$ cat config.mk
export PLATFORM = sky130hd
export DESIGN_NAME = mem_lsu
export DESIGN_NICKNAME = d
export VERILOG_FILES = /design/src/rtl/mem_lsu.sv
export SDC_FILE = /design/constraint.sdc
export NUM_CORES = 1
export LEC_CHECK = 0
export BUFFER_PORTS_ARGS = -buffer_cell sky130_fd_sc_hd__buf_2
export CAP_MARGIN = 15
export CORE_ASPECT_RATIO = 1.75
export CORE_UTILIZATION = 35
export DETAILED_ROUTE_END_ITERATION = 8
export PLACE_DENSITY = 0.65
export SYNTH_ARGS = -nofsm -noshare
export SYNTH_HDL_FRONTEND = slang
export SYNTH_SLANG_ARGS = --single-unit
export TNS_END_PERCENT = 1
$ cat constraint.sdc
create_clock -name clk -period 2.7 [get_ports clk]
set_input_delay 0.54 -clock clk [delete_from_list [all_inputs] [get_ports clk]]
set_output_delay 0.54 -clock clk [all_outputs]
set_load 0.02 [all_outputs]
$ cat src/rtl/mem_lsu.sv
// Load/store unit: aligns MEM-stage accesses onto a valid/ready dword bus and stalls the pipe until done.
// Optional watchdog abort is compiled in when LSU_TIMEOUT_EN is defined.
module mem_lsu #(
  parameter int ADDR_W         = 32,
  parameter int TIMEOUT_CYCLES = 255
) (
  input  logic              clk,
  input  logic              rst,
  input  logic              req_valid,
  input  logic              req_we,
  input  logic [1:0]        req_size,
  input  logic              req_unsigned,
  input  logic [ADDR_W-1:0] req_addr,
  input  logic [63:0]       req_wdata,
  output logic              stall,
  output logic              resp_valid,
  output logic [63:0]       resp_rdata,
  output logic              misalign,
  output logic              bus_err,
  output logic              bus_valid,
  input  logic              bus_ready,
  output logic [ADDR_W-1:0] bus_addr,
  output logic              bus_we,
  output logic [7:0]        bus_wmask,
  output logic [63:0]       bus_wdata,
  input  logic              bus_rvalid,
  input  logic [63:0]       bus_rdata
);

  typedef enum logic [1:0] {S_IDLE, S_REQ, S_WAIT, S_DONE} state_t;

  state_t            r_state;
  logic [2:0]        r_off;
  logic [1:0]        r_size;
  logic              r_unsigned;
  logic [ADDR_W-1:0] r_bus_addr;
  logic              r_bus_we;
  logic [7:0]        r_bus_wmask;
  logic [63:0]       r_bus_wdata;
  logic [63:0]       r_rdata;

  logic [2:0]        w_off;
  logic [7:0]        w_wmask;
  logic              w_misaligned;
  logic              w_accept;
  logic              w_timeout;

  assign w_off = req_addr[2:0];

  always_comb begin
    w_misaligned = 1'b0;
    w_wmask      = 8'hFF;
    case (req_size)
      2'd0:    w_wmask = 8'h01 << w_off;
      2'd1:    begin w_misaligned = w_off[0];    w_wmask = 8'h03 << w_off; end
      2'd2:    begin w_misaligned = |w_off[1:0]; w_wmask = 8'h0F << w_off; end
      default: begin w_misaligned = |w_off;      w_wmask = 8'hFF;          end
    endcase
  end

  function automatic logic [63:0] f_extend(input logic [63:0] raw, input logic [2:0] off,
                                           input logic [1:0] size, input logic zext);
    logic [63:0] t;
    t = raw >> {off, 3'b000};
    case (size)
      2'd0:    return zext ? {56'd0, t[7:0]}  : {{56{t[7]}},  t[7:0]};
      2'd1:    return zext ? {48'd0, t[15:0]} : {{48{t[15]}}, t[15:0]};
      2'd2:    return zext ? {32'd0, t[31:0]} : {{32{t[31]}}, t[31:0]};
      default: return t;
    endcase
  endfunction

  // Stall must rise in the accept cycle itself so MEM holds the request it just presented.
  assign w_accept   = (r_state == S_IDLE) && req_valid && !w_misaligned;
  assign stall      = w_accept || (r_state == S_REQ) || (r_state == S_WAIT);
  assign misalign   = (r_state == S_IDLE) && req_valid && w_misaligned;
  assign bus_valid  = (r_state == S_REQ);
  assign resp_valid = (r_state == S_DONE);
  assign resp_rdata = r_rdata;
  assign bus_addr   = r_bus_addr;
  assign bus_we     = r_bus_we;
  assign bus_wmask  = r_bus_wmask;
  assign bus_wdata  = r_bus_wdata;

  always_ff @(posedge clk) begin
    if (rst) begin
      r_state     <= S_IDLE;
      r_off       <= '0;
      r_size      <= '0;
      r_unsigned  <= 1'b0;
      r_bus_addr  <= '0;
      r_bus_we    <= 1'b0;
      r_bus_wmask <= '0;
      r_bus_wdata <= '0;
      r_rdata     <= '0;
    end else begin
      case (r_state)
        S_IDLE: begin
          if (w_accept) begin
            r_off       <= w_off;
            r_size      <= req_size;
            r_unsigned  <= req_unsigned;
            r_bus_addr  <= {req_addr[ADDR_W-1:3], 3'b000};
            r_bus_we    <= req_we;
            r_bus_wmask <= req_we ? w_wmask : 8'h00;
            r_bus_wdata <= req_wdata << {w_off, 3'b000};
            r_state     <= S_REQ;
          end
        end
        S_REQ: begin
          if (bus_ready) begin
            if (r_bus_we) begin
              r_rdata <= '0;
              r_state <= S_DONE;
            end else begin
              r_state <= S_WAIT;
            end
          end else if (w_timeout) begin
            r_rdata <= '0;
            r_state <= S_DONE;
          end
        end
        S_WAIT: begin
          if (bus_rvalid) begin
            r_rdata <= f_extend(bus_rdata, r_off, r_size, r_unsigned);
            r_state <= S_DONE;
          end else if (w_timeout) begin
            r_rdata <= '0;
            r_state <= S_DONE;
          end
        end
        default: r_state <= S_IDLE;
      endcase
    end
  end

`ifdef LSU_TIMEOUT_EN
  localparam int CNT_W = ($clog2(TIMEOUT_CYCLES + 1) > 8) ? $clog2(TIMEOUT_CYCLES + 1) : 8;

  logic [CNT_W-1:0] r_cnt;
  logic             r_bus_err;

  // Abort one cycle early so DONE lands exactly TIMEOUT_CYCLES after REQ entry.
  assign w_timeout = (r_cnt == CNT_W'(TIMEOUT_CYCLES - 1)) &&
                     (((r_state == S_REQ) && !bus_ready) || ((r_state == S_WAIT) && !bus_rvalid));
  assign bus_err   = r_bus_err;

  always_ff @(posedge clk) begin
    if (rst) begin
      r_cnt     <= '0;
      r_bus_err <= 1'b0;
    end else begin
      r_bus_err <= w_timeout;
      if (w_accept)
        r_cnt <= '0;
      else if ((r_state == S_REQ) || (r_state == S_WAIT))
        r_cnt <= r_cnt + 1'b1;
    end
  end
`else
  logic w_unused_timeout;
  assign w_timeout        = 1'b0;
  assign bus_err          = 1'b0;
  assign w_unused_timeout = (TIMEOUT_CYCLES == 0);
`endif

endmodule

==> impl_metrics.tcl, run 1 <==
set metrics [dict create \
    die_x_um 128.1 \
    synth_warnings 0 \
    ys_seq_area_share_pct 35.78 \
    vias 10060 \
    n_antenna_cell 0 \
    path_class "in2out" \
    fmax_ghz 0.3921 \
    worstSetupEndpointType "primary output" \
    cp_cell_sequence "buf_2 -> inv_1 -> ha_1 -> o31ai_1 -> buf_4 -> o2111ai_4 -> nand2_1 -> buf_2" \
    area_growth_pct 28.70 \
    cts_made_buffers 17 \
    grt_max_degree 87 \
    drv_slew 0 \
    grt_pass1_vias 9577 \
    synth_top_family_by_area "compound AO/OA/AOI/OAI gates" \
    outcome "completed" \
    synthAdderAreaFrac_pct 1.028 \
    cts_tree "done" \
    synth_area_sq_um 9736 \
    fillCellCount 2792 \
    setup_viol 0 \
    clock-sinks 174 \
    hp-class "in2reg" \
    cp_max_fo 10 \
    mostFrequentLayoutCells "buf_2 (336), nand2_1 (175), dfxtp_1 (172)" \
    grt_overflow 0 \
    fin_crit_ns 2.550 \
    leakagePower_nw 5.581 \
    synth.avg_cell_area_sq_um 8.272 \
    synth-seq-cells 174 \
    htreeDepth 4 \
    drt_pass1_iterations 5 \
    core_sq_um 27330 \
    drive_gt1_share_pct 33.87 \
    io_buffers 338 \
    cp.arrival_ns 2.01 \
    synth_edf_count 0 \
    start_util_pct 35.63 \
    rsz0062_at_grt "false" \
    clk_pin_slew_ns 0.06 \
    layout_commonest_cell "buf_2" \
    place_hpwl_um 28680 \
    vdd_drop_max_mv 0.4798 \
    cts-root-buf "clkbuf_16" \
    synth_xor_area_share_pct 0 \
    cp_common_cell "buf_2" \
    utilization_pct 45.85 \
    track_usage_pct 25.77 \
    nets 1649 \
    tightest_slew_ns 1.062 \
    cap_viol_max_count 0 \
    drc 0 \
    design_area_sq_um 12530 \
    fin_skew_ns 0.01133 \
    std_cell_rows 80 \
    slew_headroom_pct 28.67 \
    routedWlPerCell_um 19.77 \
    setup_tns_ns 0 \
    via_per_inst 5.426 \
    crit_slowest_cell "ha_1" \
    antenna_found_initial 2 \
    drtAntennaViolNets 0 \
    critPathLaunchType "primary input" \
    dieArea_sq_um 28510 \
    dpl-instance-area_sq_um 11950 \
    powerDensity_nw_per_um2 689.0 \
    insertion_delay_ns 0.45 \
    wirelength_um 36650 \
    synth-compound-area-share_pct 22.77 \
    gp_congestion 0.9244 \
    clockBufferDepth 2 \
    grt_first_pass_wirelength_um 55050 \
    num_io_pins 343 \
    synth_simple_gate_area_share_pct 16.39 \
    timing.final.hold_violations 0 \
    fin_crit_sh_pct 94.45 \
    drtIter0Drc 544 \
    synthFlopType "dfxtp_1" \
    cts_resized 0 \
    ys_types 59 \
    ctsHoldBuffers 0 \
    required_ns 2.16 \
    die_h_um 222.6 \
    post-cts-setup-buffers 0 \
    synthArstFlopShare_pct 0 \
    cp_slowest_stage_delay_ns 0.26 \
    synthMuxAreaShare_pct 18.56 \
    syn_inst 1177 \
]
[worst max-delay path: cells and delay by family]
kind	cells	cell delay, ns
AO/OA/AOI/OAI	2	0.47
adder cells (fa/ha/maj)	1	0.26
buffers and inverters	4	0.60
AND/OR/NAND/NOR	1	0.14
[power by group]
group / internal, mW / switching [mW] / total (mW) / leakage, nW
Sequential: 2.84 / 0.180 / 3.02 / 1.41
Combinational: 1.15 / 2.02 / 3.17 / 3.90
Clock: 1.35 / 1.10 / 2.45 / 0.272
[synth_stat cells (13+ instances only)]
cell,count,share of area (%)
nor3_1,13,0.67
clkbuf_1,80,3.1
buf_1,17,0.66
nand3_1,15,0.77
nor2_1,121,4.7
a211oi_1,42,3.2
mux2i_1,86,8.8
o211ai_1,13,1.0
nand2_1,175,6.7
o21ai_0,65,3.3
dfxtp_1,174,36
inv_1,14,0.54
mux4_2,15,3.5
a21oi_1,101,5.2
mux2_2,54,6.2
a2bb2oi_1,21,1.9
[registers in the layout, summed over array words and instances (netlist names)]
name and count:
bus_wdata 64, resp_rdata 64, bus_addr 29, bus_wmask 8
r_off 3, r_size 2, r_state 2, bus_we 1
r_unsigned 1
[routing by layer]
layer | wire [um] | up-vias | GRT usage, %
met3 | 1649 | 109 | 3.540
li1 | - | 4818 | -
met4 | 2516 | 0 | 18.98
met2 | 19930 | 402 | 48.70
met1 | 12550 | 4730 | 24.85
met5 | 0 | - | 0
[stage by stage]
step | hold slack (ns) | setup WS, ns | cells | power, mW
2_1_floorplan | 0.4443 | 0.1685 | 1180 | 5.056
3_3_place_gp | 0.4323 | 0.09835 | 1822 | 6.202
3_5_place_dp | 0.4361 | 0.08062 | 1822 | 6.239
4_1_cts | 0.3064 | 0.1187 | 1854 | 8.694
5_1_grt | 0.3254 | 0.02454 | 1854 | 9.053
6_report | 0.3244 | 0.1498 | 1854 | 8.633
[final timing paths]
| kind | startpoint | end | slack, ns | cells after the start |
|---|---|---|---|---|
| worst min register to register | resp_rdata[56]$_SDFFE_PP0P_ | resp_rdata[56]$_SDFFE_PP0P_ | 0.45 | 2 |
| worst min-delay path | req_addr[20] | bus_addr[20]$_SDFFE_PP0P_ | 0.32 | 3 |
| worst max register to register | r_off[1]$_SDFFE_PP0P_ | resp_rdata[57]$_SDFFE_PP0P_ | 0.25 | 6 |
| worst max-delay path | req_size[0] | stall | 0.15 | 8 |
[layout make-up]
type / count / area (sq um) / share of cell area [%]
Multi-Input combinational cell: 877 / 5773 / 46.08
Sequential cell: 174 / 3486 / 27.82
Timing Repair Buffer: 386 / 2170 / 17.32
Clock buffer: 21 / 470.5 / 3.755
Tap cell: 369 / 461.7 / 3.685
Clock inverter: 11 / 108.9 / 0.8688
Inverter: 16 / 60.06 / 0.4793
[cell families after synthesis]
| family | count (synthesis) |
|---|---|
| DFF | 174 |
| AOI/OAI and AO/OA | 334 |
| other | 1 |
| buffers and inverters | 129 |
| muxes | 155 |
| adders and majority gates | 8 |
| and+or+nand+nor | 376 |
Power figures use the tool's default switching activity.
==> inputs of run 2 (changes only) <==
--- a/config.mk
+++ b/config.mk
@@ -8,6 +8,7 @@
 export BUFFER_PORTS_ARGS = -buffer_cell sky130_fd_sc_hd__buf_2
 export CAP_MARGIN = 15
 export CORE_ASPECT_RATIO = 1.75
+export CORE_MARGIN = 3
 export CORE_UTILIZATION = 35
 export DETAILED_ROUTE_END_ITERATION = 8
 export PLACE_DENSITY = 0.65
==> run 2 against run 1 <==
Against the previous run:
- count of clock-buffer cells in the layout shrank 2
- sequential cell count unchanged
- clock skew is 0.0015 ns lower
- power is 1.9% higher
- hold slack got worse by 0.0041 ns
- clock power rose by 6%
- non-clock buffer count fell by 1
- sequential power about the same
- cell count unchanged
- die area grew 5.0%
- global-route usage decreased by 1.1 points
- largest power group unchanged
==> impl_metrics.tcl, run 2 (same netlist as run 1, synthesis figures left out) <==
set metrics [dict create \
    cp_max_fo 13 \
    tightest_slew_ns 0.8620 \
    fin_crit_sh_pct 94.15 \
    htreeDepth 4 \
    timing.final.hold_violations 0 \
    rrSetupSlack_ns 0.16 \
    worstSetupEndpointType "register" \
    grt_first_pass_wirelength_um 56900 \
    drc 0 \
    outcome "completed" \
    rsz0062_at_grt "false" \
    vias 10100 \
    cts-root-buf "clkbuf_16" \
    grt_max_degree 77 \
    post-place-ws_ns -0.01302 \
    io_buffers 338 \
    clockBufferDepth 2 \
    die_h_um 226.6 \
    std_cell_rows 80 \
    place_hpwl_um 29980 \
    routedWlPerCell_um 20.63 \
    setup_viol 0 \
    drv_slew 0 \
    r2r_end "resp_rdata[21]$_SDFFE_PP0P_" \
    gp_congestion 0.9450 \
    hp-start "req_addr[6]" \
    hold_depth 3 \
    highest_layer "met4" \
    layout_commonest_cell "buf_2" \
    cts_made_buffers 17 \
    wirelength_um 38250 \
    hold_end "bus_addr[6]$_SDFFE_PP0P_" \
    wl_met2_um 20830 \
    p_clk_share_pct 29.4 \
    nets 1648 \
    die_x_um 132.1 \
    p_sw_share_pct 38.29 \
    slew_headroom_pct 42.32 \
    required_ns 3.05 \
    drtAntennaViolNets 0 \
    critPathLaunchType "register" \
    fin_hold_ws_ns 0.3203 \
    pwr-share-comb_pct 36.1 \
    mostFrequentLayoutCells "buf_2 (337), nand2_1 (175), dfxtp_1 (172)" \
    path_class "reg2reg" \
    ctsHoldBuffers 0 \
    p_sw_mw 3.368 \
    timing.final.ws_setup_ns 0.1580 \
    utilization_pct 45.88 \
    num_io_pins 343 \
    dpl-instance-area_sq_um 11920 \
    powerDensity_nw_per_um2 701.6 \
    cts_resized 0 \
    fmax_ghz 0.3934 \
    post-cts-setup-buffers 0 \
    start_util_pct 35.63 \
    track_usage_pct 24.65 \
    clock-sinks 174 \
    p_int_mw 5.428 \
    dieArea_sq_um 29930 \
    dr_wl_met3_um 2039 \
    fin_crit_ns 2.542 \
    vdd_drop_max_mv 0.4625 \
    regArea_sq_um 3486 \
    clk_pin_slew_ns 0.07 \
    insertion_delay_ns 0.45 \
    pwr-share-seq_pct 34.4 \
    worstRegToRegCells 6 \
    timing.rr.start "r_off[1]$_SDFFE_PP0P_" \
    wl_met1_um 12850 \
    grt_pass1_vias 9819 \
    fin_skew_ns 0.009874 \
    fillCellCount 2765 \
    setup_tns_ns 0 \
    core_sq_um 27330 \
    area_growth_pct 28.77 \
    drive_gt1_share_pct 33.89 \
    cp.arrival_ns 2.89 \
    multi_input_area_sq_um 5773 \
    leakagePower_nw 5.587 \
    via_per_inst 5.447 \
    antenna_found_initial 3 \
    cts_tree "done" \
    hp-class "in2reg" \
    design_area_sq_um 12540 \
    cap_viol_max_count 0 \
    drtIter0Drc 816 \
    drt_pass1_iterations 8 \
    grt_overflow 0 \
]
run 2: cell count changes in the layout (fill, tap and decap cells not counted), sizes merged:
| cell | change |
|---|---|
| inv | +2 |
| buf | -1 |
| bufinv | +1 |
| clkinv | +1 |
| clkinvlp | -2 |
| clkbuf | -2 |
| diode | +1 |
run 2: stage by stage:
step                instances  total power, mW
finish                   1854            8.796
global route             1853            9.237
CTS                      1852            8.862
detailed placement       1820            6.266
global placement         1820            6.218
floorplan                1180            5.056
run 2: power groups by stage:
stage	Combinational, mW	Sequential (mW)	Clock [mW]
6_report	3.18	3.03	2.59
5_1_grt	3.44	3.06	2.73
4_1_cts	3.19	3.03	2.64
3_5_place_dp	3.18	3.08	0
3_3_place_gp	3.14	3.08	0
2_1_floorplan	1.72	3.33	0
run 2: cell type report:
class                   count  share of cell area [%]
multi-input cells         877                   46.05
flip-flops and latches    174                   27.80
repair buffers            385                   17.13
well taps                 369                   3.683
clock buffers              19                   3.613
clock inverters            13                   1.228
inverters                  16                  0.4790
diodes                      1                 0.01996
run 2: worst max-delay path, cell delays in order (launching register included):
cell and delay [ns]:
dfxtp_2 0.53, mux2i_1 0.18, mux4_2 0.51, or4b_1 0.53, buf_4 0.18, and2_1 0.21, a221oi_1 0.30
run 2: routing by layer:
metal	up-vias	GRT usage, %
met5	-	0
met4	0	15.46
met3	97	4.485
met2	457	47.66
met1	4742	23.86
li1	4802	-
run 2: how the worst max path moves through the flow:
stage | end | startpoint
after floorplan | stall | req_size[0]
after global placement | bus_wmask[6]$_SDFFE_PP0P_ | req_size[0]
after detailed placement | bus_addr[13]$_SDFFE_PP0P_ | req_size[0]
after CTS | resp_rdata[20]$_SDFFE_PP0P_ | r_off[1]$_SDFFE_PP0P_
after global routing | resp_rdata[20]$_SDFFE_PP0P_ | r_off[1]$_SDFFE_PP0P_
final | resp_rdata[21]$_SDFFE_PP0P_ | r_off[1]$_SDFFE_PP0P_
